[src/rtl/uart_tx_arbiter.sv]
// Round-robin arbiter sharing one UART byte transmitter between NUM_REQ requesters.
// Optional watchdog abort in WAIT_END is enabled with `define UART_ARB_TIMEOUT_EN.
module uart_tx_arbiter #(
    parameter int NUM_REQ        = 4,
    parameter int TIMEOUT_CYCLES = 512
) (
    input  logic                 clk,
    input  logic                 reset,
    input  logic [NUM_REQ-1:0]   req,
    input  logic [8*NUM_REQ-1:0] req_data,
    output logic [NUM_REQ-1:0]   done,
    output logic [NUM_REQ-1:0]   grant,
    output logic                 send_pulse,
    output logic [7:0]           byte_out,
    input  logic                 byte_end,
    output logic                 busy,
    output logic                 err
);

    localparam int PTR_W = (NUM_REQ > 1) ? $clog2(NUM_REQ) : 1;

    localparam logic [1:0] S_IDLE     = 2'd0;
    localparam logic [1:0] S_START    = 2'd1;
    localparam logic [1:0] S_WAIT_END = 2'd2;

    if (NUM_REQ < 2 || NUM_REQ > 8) begin : g_bad_num_req
        $error("uart_tx_arbiter: NUM_REQ must be in 2..8");
    end
    if (TIMEOUT_CYCLES <= 352) begin : g_bad_timeout
        $error("uart_tx_arbiter: TIMEOUT_CYCLES must exceed one full frame (352 clk)");
    end

    logic [1:0]         state;
    logic [PTR_W-1:0]   ptr;
    logic [PTR_W-1:0]   owner;
    logic [PTR_W-1:0]   owner_next;

    logic               found;
    logic [PTR_W-1:0]   win_idx;
    logic [NUM_REQ-1:0] win_onehot;
    int                 cand;

    // Search ptr, ptr+1, ... wrapping; the first asserted request wins.
    always_comb begin
        found   = 1'b0;
        win_idx = '0;
        cand    = 0;
        for (int i = 0; i < NUM_REQ; i++) begin
            cand = int'(ptr) + i;
            if (cand >= NUM_REQ) begin
                cand = cand - NUM_REQ;
            end
            if (!found && req[cand[PTR_W-1:0]]) begin
                found   = 1'b1;
                win_idx = cand[PTR_W-1:0];
            end
        end
        win_onehot = NUM_REQ'(1) << win_idx;
    end

    assign owner_next = (owner == PTR_W'(NUM_REQ - 1)) ? '0 : owner + 1'b1;

`ifdef UART_ARB_TIMEOUT_EN
    localparam int WD_W = $clog2(TIMEOUT_CYCLES);

    logic [WD_W-1:0] wdog;

    always_ff @(posedge clk) begin
        if (reset) begin
            state      <= S_IDLE;
            ptr        <= '0;
            owner      <= '0;
            grant      <= '0;
            done       <= '0;
            send_pulse <= 1'b0;
            byte_out   <= 8'h00;
            busy       <= 1'b0;
            err        <= 1'b0;
            wdog       <= '0;
        end else begin
            done       <= '0;
            send_pulse <= 1'b0;
            err        <= 1'b0;
            case (state)
                S_IDLE: begin
                    if (found) begin
                        grant      <= win_onehot;
                        owner      <= win_idx;
                        byte_out   <= req_data[8*int'(win_idx) +: 8];
                        busy       <= 1'b1;
                        send_pulse <= 1'b1;
                        state      <= S_START;
                    end
                end
                S_START: begin
                    wdog  <= '0;
                    state <= S_WAIT_END;
                end
                S_WAIT_END: begin
                    // A byte_end on the expiry edge still completes normally.
                    if (byte_end) begin
                        done  <= grant;
                        grant <= '0;
                        busy  <= 1'b0;
                        ptr   <= owner_next;
                        state <= S_IDLE;
                    end else if (wdog == WD_W'(TIMEOUT_CYCLES - 1)) begin
                        grant <= '0;
                        busy  <= 1'b0;
                        err   <= 1'b1;
                        ptr   <= owner_next;
                        state <= S_IDLE;
                    end else begin
                        wdog <= wdog + 1'b1;
                    end
                end
                default: state <= S_IDLE;
            endcase
        end
    end
`else
    assign err = 1'b0;

    always_ff @(posedge clk) begin
        if (reset) begin
            state      <= S_IDLE;
            ptr        <= '0;
            owner      <= '0;
            grant      <= '0;
            done       <= '0;
            send_pulse <= 1'b0;
            byte_out   <= 8'h00;
            busy       <= 1'b0;
        end else begin
            done       <= '0;
            send_pulse <= 1'b0;
            case (state)
                S_IDLE: begin
                    if (found) begin
                        grant      <= win_onehot;
                        owner      <= win_idx;
                        byte_out   <= req_data[8*int'(win_idx) +: 8];
                        busy       <= 1'b1;
                        send_pulse <= 1'b1;
                        state      <= S_START;
                    end
                end
                S_START: begin
                    state <= S_WAIT_END;
                end
                S_WAIT_END: begin
                    if (byte_end) begin
                        done  <= grant;
                        grant <= '0;
                        busy  <= 1'b0;
                        ptr   <= owner_next;
                        state <= S_IDLE;
                    end
                end
                default: state <= S_IDLE;
            endcase
        end
    end
`endif

endmodule

[config.mk]
export PLATFORM = sky130hd
export DESIGN_NAME = uart_tx_arbiter
export DESIGN_NICKNAME = d
export VERILOG_FILES = /design/src/rtl/uart_tx_arbiter.sv
export SDC_FILE = /design/constraint.sdc
export NUM_CORES = 1
export LEC_CHECK = 0
export ABC_AREA = 1
export ABC_CLOCK_PERIOD_IN_PS = 2600
export CORE_MARGIN = 2
export CORE_UTILIZATION = 49
export CTS_BUF_LIST = sky130_fd_sc_hd__clkbuf_4
export CTS_CLUSTER_DIAMETER = 50
export DETAILED_ROUTE_END_ITERATION = 16
export PLACE_DENSITY_LB_ADDON = 0.12
export SKIP_CTS_REPAIR_TIMING = 1
export SLEW_MARGIN = 20
export SYNTH_ARGS = -nofsm -noshare
export SYNTH_HDL_FRONTEND = slang
export SYNTH_SLANG_ARGS = --single-unit
export TNS_END_PERCENT = 1
[constraint.sdc]
create_clock -name clk -period 2.6 [get_ports clk]
set_clock_uncertainty 0.15 [all_clocks]
set_input_delay 0.39 -clock clk [delete_from_list [all_inputs] [get_ports clk]]
set_output_delay 0.39 -clock clk [all_outputs]
set_load 0.05 [all_outputs]
; ---- Word-level counts from Yosys, hierarchy flattened
; Index checks and enable logic that the tools add are counted.
[totals]
latchBits = 0
word_cells = 79
in_bits = 39
ram_bits = 0
out_inout_bits = 19
regBits = 24
rom_bits = 0
mem_count = 0
[op_classes]
div_mod_pow = 0
mux = 31
n_reduce_logical = 14
shifts = 2
n_bitwise = 3
mul = 0
n_addsub = 8
eq_ne = 5
order_cmp = 8
[ops]
columns = cell, count
row1 = variable part select 32 x 6 -> 8 bit, 1
row2 = two-way mux 2 bit, 11
row3 = < comparator 2 x 3 -> 1 bit (second input constant), 4
row4 = two-way mux 1 bit, 11
row5 = >= comparator 3 bit (second input constant), 3
row6 = binary-select mux 1 bit (select 2 bit), 4
row7 = two-way mux 4 bit, 2
row8 = one-hot mux 4 bit (2 select lines), 1
row9 = subtractor 2 x 1 -> 2 bit (second input constant), 4
row10 = adder 2 x 2 -> 3 bit (second input constant), 2
row11 = one-hot mux 2 bit (3 select lines), 1
row12 = AND reduction 2 bit, 3
row13 = equality test 2 bit (second input constant), 2
row14 = inequality test 2 bit (second input constant), 2
row15 = << shifter 1 x 2 -> 4 bit (first input constant), 1
row16 = adder 2 x 1 -> 3 bit (second input constant), 1
row17 = >= comparator 2 x 3 -> 1 bit (second input constant), 1
row18 = logical AND 1 bit, 3
row19 = logical NOT 1 bit, 3
row20 = inverter 1 bit, 3
row21 = AND reduction 3 bit, 1
row22 = OR reduction 3 bit, 1
row23 = adder 2 x 1 -> 2 bit (second input constant), 1
row24 = equality test 2 x 1 -> 1 bit (second input constant), 1
row25 = other kinds (4), 4

; ---- Longest topological paths before layout
; Gate-level depths: netlist (run 1).
[logic_depth]
word_depth = 17
depth_mapped = 15
mapped_depth_nobuf = 14

; ---- Least setup slack after synthesis (run 1)
; No wires, ideal clock.
[synth_timing]
path_kind = register -> register
start = register ptr[0]
end = register grant[1]
path_stages_with_launch = 14
setup_time_ns = 0.068
arrival_ns = 1.529
required_ns = 2.382
path_buffers = 2
path_slack_ns = 0.853
period_less_slack_ns = 1.747
path_cell_list = dfxtp_1 buf_6 inv_8 nand2_2 nand3_1 nand2_2 nor2_4 nand3_4 nand2_4 inv_2 buf_6 nor2_8 nand2_1 a21oi_2
[synth_via]
elab_chain_cells = 17
elab_cells_between_ends = 42
cone_classes = add/sub: 7 / order compare: 4 / eq/ne: 1 / shift: 1 / mux: 22 / reduce/logical: 7
[synth_lines]
columns = item, line
row1 = "start, declared", 34  ; logic [PTR_W-1:0] ptr;
row2 = "start signal, assigned", 156  ; ptr <= owner_next;
row3 = "parallel branches: the longest is 17 deep, another holds adder 2 x 1 -> 3 bit", --
row4 = "end signal, assigned", 140  ; grant <= win_onehot;
row5 = "end, declared", 12  ; output logic [NUM_REQ-1:0] grant,
; Several ways; the timed one is not identified. The select of a mux whose other input is x is not followed.
; A chain may end at the register's enable or synchronous reset.

; ---- Worst setup path after layout (run 1)
[layout_timing]
start = register ptr[0]
end = register byte_out[3]
[layout_via]
elab_chain_cells = 15
elab_cells_between_ends = 39
cone_classes = add/sub: 7 / order compare: 4 / shift: 1 / mux: 20 / reduce/logical: 7
[layout_lines]
columns = item, line
row1 = "parallel branches: the longest is 15 deep, another holds adder 2 x 1 -> 3 bit", --
row2 = "end signal, assigned", 142  ; byte_out <= req_data[8*int'(win_idx) +: 8];
row3 = "end, declared", 14  ; output logic [7:0] byte_out,
; Several ways; the timed one is not identified. The select of a mux whose other input is x is not followed.

==> results of run 1 <==
==> registers in the layout, indices dropped and copies added, names as in the netlist <==
signal / flops
busy: 1
byte_out: 8
done: 4
grant: 4
owner: 2
ptr: 2
send_pulse: 1
state: 2
==> power by group through the flow <==
| stage | logic [mW] | clock network [mW] | registers [mW] |
|---|---|---|---|
| 2_1_floorplan | 0.401 | 0 | 0.685 |
| 3_3_place_gp | 0.815 | 0 | 0.493 |
| 3_5_place_dp | 0.819 | 0 | 0.494 |
| 4_1_cts | 0.823 | 0.274 | 0.487 |
| 5_1_grt | 0.898 | 0.285 | 0.497 |
| 6_report | 0.821 | 0.271 | 0.487 |
==> cell usage in the layout (no fill, tap or decap) <==
cell type / count
nand2_1: 88
clkdlybuf4s50_1: 56
inv_1: 33
nor2_1: 30
dfxtp_1: 24
nand3_1: 20
nand2_2: 7
a21oi_1: 6
nand4_1: 6
o21ai_0: 4
inv_2: 3
clkbuf_4: 3
nand3_4: 2
nand2_4: 2
nand3_2: 2
a21oi_2: 2
buf_4: 2
inv_8: 1
nor2_4: 1
nor2_2: 1
a31oi_1: 1
nor2_8: 1
nor3_1: 1
ha_1: 1
conb_1: 1
bufinv_16: 1
==> cells by family after synthesis <==
logic type / after synthesis / share of synthesized area [%]
simple gates: 161 / 49.30
compound gates: 13 / 4.889
fa+ha+maj: 1 / 0.8284
other cells: 1 / 0.2483
flops: 24 / 31.81
buf+inv: 43 / 12.92
==> how the worst max path moves through the flow <==
| stage | startpoint | to | slack (ns) | cells after the start |
|---|---|---|---|---|
| 6_report | ptr[0]$_SDFFE_PP0P_ | byte_out[3]$_SDFFE_PP0P_ | 0.35 | 13 |
| 5_1_grt | ptr[0]$_SDFFE_PP0P_ | byte_out[3]$_SDFFE_PP0P_ | 0.13 | 12 |
| 4_1_cts | ptr[0]$_SDFFE_PP0P_ | byte_out[0]$_SDFFE_PP0P_ | 0.36 | 12 |
| 3_5_place_dp | req[1] | byte_out[0]$_SDFFE_PP0P_ | 0.16 | 13 |
| 3_3_place_gp | req[1] | byte_out[2]$_SDFFE_PP0P_ | 0.20 | 13 |
| 2_1_floorplan | ptr[0]$_SDFFE_PP0P_ | grant[1]$_SDFFE_PP0P_ | 0.85 | 13 |
==> routing by layer <==
layer | up-vias | track usage [%]
met5 | - | 0
met3 | 2 | 4.148
met1 | 639 | 25.50
met4 | 0 | 6.667
li1 | 853 | -
met2 | 44 | 32.34
==> final cells by class <==
cell class | count | area (sq um) | area share (%)
Clock buffer | 3 | 22.52 | 1.057
Clock inverter | 1 | 30.03 | 1.409
Inverter | 37 | 146.4 | 6.870
Multi-Input combinational cell | 176 | 834.6 | 39.17
Sequential cell | 24 | 480.5 | 22.55
Tap cell | 33 | 41.29 | 1.938
Timing Repair Buffer | 58 | 575.6 | 27.01
==> worst register-to-register path, delay by kind of cell, from the launching register on <==
family                 cells  cell delay, ns
buffers and inverters      2            0.21
DFF                        1            0.65
and+or+nand+nor           11            1.14
==> cell usage after synthesis <==
cell	number
o21ai_0	4
inv_2	3
nor2_8	1
nand2_2	7
a31oi_1	1
a21oi_1	6
nand3_2	2
nand4_1	6
inv_1	33
a21oi_2	2
inv_8	1
ha_1	1
nor2_4	1
nand2_1	88
nor3_1	1
conb_1	1
nand2_4	2
nand3_1	20
nor2_1	30
nand3_4	2
nor2_2	1
buf_6	3
dfxtp_1	24
clkbuf_1	2
buf_4	1
==> per-stage QoR <==
step	total power [mW]	setup WS [ns]	std cells	instance area (sq um)
6_report	1.579	0.3495	332	2131
3_5_place_dp	1.313	0.1645	328	2078
5_1_grt	1.681	0.1348	332	2131
3_3_place_gp	1.309	0.1967	328	2078
4_1_cts	1.584	0.3580	332	2131
2_1_floorplan	1.086	0.8530	243	1510
==> impl_metrics.ini, run 1 <==
[die]
initial_core_util_pct = 50.29
die_area_sq_um = 3542
die_x_um = 59.52
core_sq_um = 3003
io_pins = 58
rows = 20
die_h_um = 59.52

[worst_setup_path]
path_cells = inv_8, nand2_1, nand2_1, nand2_1, nand2_2, nor2_4, nand3_4, nand2_4, inv_2, nand2_1, nand2_1, nand2_1, nor2_1
critical-path-slowest-cell = dfxtp_1
crit_type = flop to flop
r2r-end = byte_out[3]$_SDFFE_PP0P_
worst_ep_required_time_ns = 2.68
max_stage_delay_ns = 0.65
endpoint_kind = flop
cp-start-kind = flop
ff2ff_setup_slack_ns = 0.35
cp.arrival_ns = 2.33
reg2reg_depth = 13
path_max_fanout = 11
cp_num_buf_inv = 2
timing.rr.start = ptr[0]$_SDFFE_PP0P_
cpMostUsedCell = nand2_1
critPathTopFamily = simple AND/OR/NAND/NOR gates

[worst_hold_path]
holdCritPathClass = flop to flop
whs_path_depth = 2
hold_end = done[3]$_SDFF_PP0_
hp-start = grant[3]$_SDFFE_PP0P_

[sta]
hold_ws_ns = 0.3063
max_freq_mhz = 444.3
min_period_over_period_pct = 86.56
slew_violations = 0
rsz0062_at_grt = false
setup_viol = 0
worst_slew_pin_slew_ns = 0.5230
min_period_ns = 2.251
slew_headroom_pct = 65.02
hold_viol_final = 0
setup_tns_ns = 0

[pwr]
p_seq_share_pct = 30.8
p_switching_mw = 0.6885
power.leakage_nw = 1.056
ir_worst_vdd_mv = 0.3853
power_frac_comb_pct = 52.0
pwr-share-clk_pct = 17.1
power_density_nw_per_um2 = 740.8
switching_share_pct = 43.62
internal_power_mw = 0.8900

[cts]
cts_tree = done
cts.sinks = 24
clk_pin_slew_worst_paths_ns = 0.13
htreeDepth = 1
cts-root-buf = clkbuf_4
cts_buffer_depth = 2
clock_latency_ns = 0.32
numCtsBuffers = 3

[yosys]
synthesis.nets = 283
yosysTopAreaCell = dfxtp_1
ys_types = 25
seq_area_frac_synth_pct = 31.81
ys_warn_count = 0
synth_area_leaders = dfxtp_1 (32%), nand2_1 (22%), inv_1 (8.2%), nor2_1 (7.5%), nand3_1 (6.6%)
postSynthAreaPerCell_sq_um = 6.215
ys_seq_elements = 24
synth_area_sq_um = 1510
syn-instance-count = 243
synth_top_area_share_pct = 31.81

[drt]
wl_um = 3452
first_pass_iters = 4
drt-met1-wl_um = 1678
num_vias = 1538
routedWlPerCell_um = 10.40
met3_length_um = 215
drc = 0
antenna_left = 0
vias_per_cell = 4.633
wl_met2_um = 1539
drt_iter0_markers = 55
routed.top_layer = met4

[finish]
fin_util_pct = 70.96
fillers = 251
n_antenna_cell = 0
synthToLayoutAreaGrowth_pct = 41.09
layout.nets = 340
drive_gt1_share_pct = 9.365

[outcome]
outcome = finished, final reports clean

[place]
dp_hpwl_um = 2673
gp_congestion = 0.8931
portBuffers = 56

[global_route]
grt_max_degree = 19
grt_pass1_vias = 1294
grt_pass1_wl_um = 5388
grt_antenna_before_repair = 0
grt_use_total_pct = 19.66
grt-ovfl-total = 0

[run]
drv_cap = 0
Note: power is estimated with default switching activity, not from simulation.
==> run 2: changes to the inputs <==
--- a/config.mk
+++ b/config.mk
@@ -12,7 +12,8 @@
 export CTS_BUF_LIST = sky130_fd_sc_hd__clkbuf_4
 export CTS_CLUSTER_DIAMETER = 50
 export DETAILED_ROUTE_END_ITERATION = 16
-export PLACE_DENSITY_LB_ADDON = 0.12
+export PLACE_DENSITY = 0.88
+export RECOVER_POWER = 100
 export SKIP_CTS_REPAIR_TIMING = 1
 export SLEW_MARGIN = 20
 export SYNTH_ARGS = -nofsm -noshare
==> run 2 against run 1 <==
Compared with the run above: worst setup slack worse by 0.046 ns; wire length decreased by 1.5%; design area shrank 1.2%; count of clock-buffer cells in the layout unchanged; critical endpoint is now byte_out[2]$_SDFFE_PP0P_; die area unchanged; hold slack worse by 0.0082 ns; largest cell class unchanged; first-iteration DRC count grew 35%.
==> impl_metrics.ini, run 2 (synthesized netlist as in run 1, its figures left out) <==
[finish]
final_common_cell = nand2_1
top_regs = byte_out x8, done x4, grant x4
largest_reg_flops = 8
regMostFlops = byte_out
multi_input_area_sq_um = 812.0
seq_area_sq_um = 480.5
fillers = 253
synthToLayoutAreaGrowth_pct = 39.35
drive_gt1_share_pct = 7.692
n_antenna_cell = 0
layout.nets = 340
layout_common_cells = nand2_1 (89), clkdlybuf4s50_1 (37), inv_1 (34)

[global_route]
grt_max_degree = 19
grt_use_total_pct = 20.83
grt_pass1_vias = 1417
grt_pass1_wl_um = 5837
grt_antenna_before_repair = 0
grt-ovfl-total = 0

[sta]
hold_viol_final = 0
max_freq_mhz = 435.5
slew_headroom_pct = 65.53
worst_slew_pin_slew_ns = 0.5153
rsz0062_at_grt = false
slew_violations = 0
setup_viol = 0
setup_tns_ns = 0
min_period_over_period_pct = 88.32
min_period_ns = 2.296

[die]
initial_core_util_pct = 50.29
core_sq_um = 3003
rows = 20
die_h_um = 59.52
die_area_sq_um = 3542
io_pins = 58
die_x_um = 59.52

[worst_hold_path]
holdCritPathClass = flop to flop

[worst_setup_path]
cpMostUsedCell = nand2_1
worst_ep_required_time_ns = 2.73
endpoint_kind = flop
cp-start-kind = flop
cp.arrival_ns = 2.42
cp_num_buf_inv = 2
crit_type = flop to flop
critPathTopFamily = simple AND/OR/NAND/NOR gates
path_cells = inv_8, nand2_1, nand2_2, nand2_1, nand2_1, nand2_1, nand2_1, nand2_4, nand3_4, inv_1, nand2_1, nand3_1, nand2_1, nor2_1
max_stage_delay_ns = 0.65
critical-path-slowest-cell = dfxtp_1
path_max_fanout = 18

[place]
gp_congestion = 0.8587
portBuffers = 56
dp_hpwl_um = 2673

[run]
drv_cap = 0

[cts]
clk_pin_slew_worst_paths_ns = 0.14
clock_latency_ns = 0.32
cts_tree = done
cts.sinks = 24
numCtsBuffers = 3
cts-root-buf = clkbuf_4
cts_buffer_depth = 2
htreeDepth = 1

[pwr]
p_switching_mw = 0.6889
internal_power_mw = 0.8630
power.leakage_nw = 1.094
p_seq_share_pct = 31.4
p_total_mw = 1.552
switching_share_pct = 44.39
pwr-share-clk_pct = 17.7
power_density_nw_per_um2 = 737.4
power_frac_comb_pct = 50.9
ir_worst_vdd_mv = 0.4348

[drt]
routedWlPerCell_um = 10.24
wl_um = 3400
antenna_left = 0
drc = 0
vias_per_cell = 4.840
drt_iter0_markers = 74
num_vias = 1607
first_pass_iters = 4

[outcome]
outcome = finished, final reports clean
run 2: cell type report:
type                    instances  share of cell area, %
multi-input cells             176                  38.58
repair buffers                 58                  27.17
flip-flops and latches         24                  22.83
inverters                      37                  6.956
well taps                      33                  1.962
clock inverters                 1                  1.427
clock buffers                   3                  1.070
run 2: worst paths after layout:
path | from | end | slack [ns] | cells after the start
worst max register to register | ptr[0]$_SDFFE_PP0P_ | byte_out[2]$_SDFFE_PP0P_ | 0.30 | 14
worst min-delay path | grant[0]$_SDFFE_PP0P_ | done[0]$_SDFF_PP0_ | 0.30 | 2
worst min register to register | grant[0]$_SDFFE_PP0P_ | done[0]$_SDFF_PP0_ | 0.30 | 2
worst max-delay path | ptr[0]$_SDFFE_PP0P_ | byte_out[2]$_SDFFE_PP0P_ | 0.30 | 14
run 2: power groups by stage:
stage	clock (mW)	sequential [mW]	combinational, mW
CTS	0.278	0.491	0.827
finish	0.275	0.488	0.789
global route	0.301	0.496	0.867
global placement	0	0.498	0.810
detailed placement	0	0.499	0.822
floorplan	0	0.685	0.401
run 2: through the flow:
| step | hold WS [ns] | instance area, sq um | utilization [%] | cells | worst slack [ns] |
|---|---|---|---|---|---|
| 6_report | 0.2980 | 2105 | 70.08 | 332 | 0.3037 |
| 5_1_grt | 0.3295 | 2105 | 70.08 | 332 | 0.07823 |
| 3_3_place_gp | 0.2817 | 2078 | 69.21 | 328 | 0.2327 |
| 4_1_cts | 0.3058 | 2131 | 70.96 | 332 | 0.3881 |
| 2_1_floorplan | 0.3292 | 1510 | - | 243 | 0.8530 |
| 3_5_place_dp | 0.2848 | 2078 | 69.21 | 328 | 0.2077 |
run 2: tightest hold or removal path, cell delays in order (launching register included):
cell and delay [ns]:
dfxtp_1 0.34, inv_1 0.05, nor2_1 0.03
run 2: routing by layer:
metal / vias to the layer above / track usage [%] / wire length (um) / part of all wire [%]
li1: 859 / - / - / -
met1: 694 / 28.86 / 1615 / 48
met2: 51 / 34.22 / 1579 / 46
met3: 3 / 2.402 / 184 / 5.4
met4: 0 / 5.714 / 21 / 0.62
met5: - / 0 / 0 / 0
==> patch 1: new RTL, flow settings as in run 2 <==
`NUM_REQ`: 4 -> 8.
--- a/src/rtl/uart_tx_arbiter.sv
+++ b/src/rtl/uart_tx_arbiter.sv
@@ -3,3 +3,3 @@
 module uart_tx_arbiter #(
-    parameter int NUM_REQ        = 4,
+    parameter int NUM_REQ        = 8,
     parameter int TIMEOUT_CYCLES = 512
Ports: changed (resized done, grant, req and req_data); port bits go from 58 to 102. The function was not compared with the original's and may differ.
==> patch 1 against run 2 <==
The run now ends with setup timing left; critical path type unchanged; largest power group unchanged; final area increased by 120%; sequential cell count increased by 10; routed wire length increased to 2.9 times the old value; synthesized area increased by 93%; worst setup slack got worse by 630 ps; worst hold slack got worse by 10 ps; highest routed layer unchanged; total power increased by 85%; maximum frequency decreased by 21%.
==> patch 1: results (changes against run 2) <==
status=finished, violations left; failing checks=setup timing; post-synth cell types=36 (+44%); placed cell count=693 (+110%); DRT Pass-1 Iters=5 (+1); sequential area share after synthesis=23.37% (-8.4 points); Routed Wire Length=9972 um (+190%); Max rail drop VDD=386.6 uV (-11%); Detail Placement HPWL=6968 um (+160%); RD Place Congestion=0.9353 (+8.9%); Final WS setup=-325.2 ps (-628.8 ps); violation count after the first detailed-route iteration=293 (+300%); final setup violating endpoints=19 (+19); crit path to=byte_out[4]; placed cell areas=4330 um2 (+110%); Final Net Count=710 (+110%); top post-synthesis cells by area=dfxtp_1 23%, nand2_1 18%, nand3_1 18%; clk slew on worst S/H paths=110 ps (-30 ps); syn_nets=580 (+100%); first-pass GRT wire length=14,250 um (+140%); Fillers=404 (+60%); Pleak=2.305 nW (+110%); largest net degree at the start of global routing=34 (+15); H-tree depth=2 (+1); vias in the first global route=3,305 (+130%)
[patch 1: cell count changes after synthesis, moves of 6 or more]
cell	delta
inv_2	+6
buf_4	+9
buf_2	+7
nand3b_1	+8
nand2_1	+54
dfxtp_1	+10
inv_1	+57
nand3_1	+83
[patch 1: worst min path at each step]
stage	endpoint	slack (ps)	startpoint
CTS	done[7]	300	grant[7]
global placement	done[4]	280	grant[4]
detailed placement	done[7]	290	grant[7]
global route	done[7]	320	grant[7]
floorplan	state[1]	320	state[1]
finish	done[7]	290	grant[7]
[patch 1: report_power, final]
group	switching (mW)	internal, mW
Combinational	1.14	0.792
Clock	0.176	0.100
Sequential	0.0554	0.599
[patch 1: through the flow]
step / setup TNS (ps) / setup slack [ps]
2_1_floorplan: -730.2 / -69.65
3_3_place_gp: -9902 / -799.7
3_5_place_dp: -13100 / -1022
4_1_cts: -9710 / -834.6
5_1_grt: -7182 / -459.2
6_report: -3898 / -325.2
[patch 1: cell type report]
class / count / area, um2 / area share (%)
clock inverter: 3 / 16.27 / 0.3526
timing repair buffer: 145 / 1451 / 31.46
clock buffer: 5 / 37.54 / 0.8137
sequential: 34 / 688.2 / 14.92
multi-input combinational: 345 / 1936 / 41.96
tap: 75 / 93.84 / 2.034
inverter: 100 / 390.4 / 8.462
[patch 1: kinds of logic after synthesis]
| logic type | Yosys count | share of synthesized area (%) |
|---|---|---|
| fa+ha+maj | 4 | 1.718 |
| simple gates | 307 | 49.31 |
| buf+inv | 123 | 17.70 |
| compound gates | 28 | 6.056 |
| other cells | 1 | 0.1287 |
| flops | 34 | 23.37 |
| xor+xnor | 4 | 1.718 |
[patch 1: worst register-to-register path: stages (launching register included)]
cell	delay [ps]
dfxtp_4	400
inv_4	50
ha_4	290
inv_8	90
nand3_4	70
nand2_2	80
nor2_1	50
a31oi_2	250
buf_4	170
inv_2	40
nor2_4	220
nand2_4	100
nor3_4	220
nor2_4	50
buf_12	150
nand3_1	90
nand2_1	60
nand2_1	70
nand3_1	90
nand2_1	90
inv_1	50
[patch 1: layer usage]
layer | track usage (%) | wire (um) | part of all wire [%]
met3 | 5.222 | 824 | 8.3
met2 | 51.74 | 4994 | 50
met1 | 30.57 | 3796 | 38
met4 | 10.68 | 357 | 3.6
met5 | 0 | 0 | 0
==> patch 2: new RTL, flow settings as in run 2 <==
Without the edit above. Add a define of `UART_ARB_TIMEOUT_EN`.
--- a/src/rtl/uart_tx_arbiter.sv
+++ b/src/rtl/uart_tx_arbiter.sv
@@ -2,2 +2,4 @@
 // Optional watchdog abort in WAIT_END is enabled with `define UART_ARB_TIMEOUT_EN.
+`define UART_ARB_TIMEOUT_EN
+
 module uart_tx_arbiter #(
Function: same outputs for any inputs over 10 cycles, from zero or initial values and one cycle with reset high; that may be too few to reach the edited logic, so the function may still have changed.
==> patch 2 against run 2 <==
Total power up 3.4%; final area up 19%; worst hold slack better by 12 ps; synthesized area up 23%; synthesized cell count up 14%; sequential cell count up 10; worst setup slack worse by 24 ps; sequential share of layout area up 4.3 points; routed wire length up 27%.
==> patch 2: results (changes against run 2) <==
wire per inst=11.18 um (+9.2%); H-tree depth=2 (+1); post-route minimum period=2320 ps (+23.85 ps); gr usage total=22.23% (+1.4 points); syn_nets=320 (+13%); R2R setup slack=280 ps (-20 ps); Area Overhead vs Synth=34.81%; RD Place Congestion=0.9105 (+6.0%); Flop+latch power=607 uW (+24%); Non-clock buffers=62 (+6.9%); placed cell count=379 (+16%); compound-gate portion of the synthesized area=10.42% (+5.5 points); Die X=65.64 um (+10%); Max rail drop VDD=398.0 uV (-8.5%); multi-input gate share of the layout cell area=39.38% (+0.80 points); largest registers=wdog x9, byte_out x8; vias in the first global route=1,883 (+33%); Detail Placement HPWL=3313 um (+24%); Pleak=1.148 nW (+5.0%); met2 Use GR=37.50% (+3.3 points); placed cell areas=2457 um2 (+18%); violation count after the first detailed-route iteration=151 (+100%); crit path to=grant[2]; n_diodes=0 (unchanged); clk slew on worst S/H paths=100 ps (-40 ps); adder-cell share of the synthesized area=2.016% (+1.2 points); NonClk Buf Share=24.08% (-3.1 points); met2 WL=1987 um (+26%); Setup WS pre-CTS=150.0 ps (-57.77 ps); fin cells=386 (+16%); Post-synth top flop=dfxtp_1; met3 WL=403 um (+120%); post-synth cell types=28 (+12%); Fillers=315 (+25%); clk tree area frac=2.841% (+0.34 points); met3 global-route usage=7.021% (+4.6 points); layout cell share with drive strength beyond 1=7.396% (-0.30 points); GR Layer Usage met1=24.95% (-3.9 points); top cells by count, synth=80 x nand2_1, 36 x nand3_1, 34 x dfxtp_1, 31 x nor2_1, 24 x inv_1; top post-synthesis cells by area=dfxtp_1 37%, nand2_1 16%, nand3_1 9.7%; status=complete, no violations; M1 wire length=1815 um (+12%); switching pwr=617.6 uW (-10%); Sw Ratio=38.50% (-5.9 points); vias after detailed routing=1,976 (+23%); largest net degree at the start of global routing=25 (+6); sequential area share after synthesis=36.56% (+4.7 points); comb_multi_in=207 (+18%); Critical Path Max Stage Delay=470 ps (-180 ps); post-synthesis register bit count=34 (+42%)
==> patch 2: changes by cell type in the layout (fill, tap and decap cells not counted), moves of 3 or more <==
| cell | run 2 | this run |
|---|---|---|
| o21ai_1 | 0 | 5 |
| inv_1 | 34 | 25 |
| nand4_1 | 6 | 2 |
| o21ai_0 | 4 | 9 |
| a21oi_1 | 7 | 15 |
| nor3_1 | 1 | 4 |
| dfxtp_1 | 24 | 34 |
| buf_4 | 1 | 4 |
| nand3_1 | 20 | 36 |
| nand2_1 | 89 | 83 |
==> patch 2: worst min path at each step <==
stage	to	slack (ps)	startpoint	cells past startpoint
2_1_floorplan	wdog[7]	280	wdog[7]	1
6_report	done[1]	310	grant[1]	2
3_5_place_dp	done[1]	300	grant[1]	2
4_1_cts	done[1]	320	grant[1]	2
3_3_place_gp	done[1]	290	grant[1]	2
5_1_grt	done[2]	330	grant[2]	2
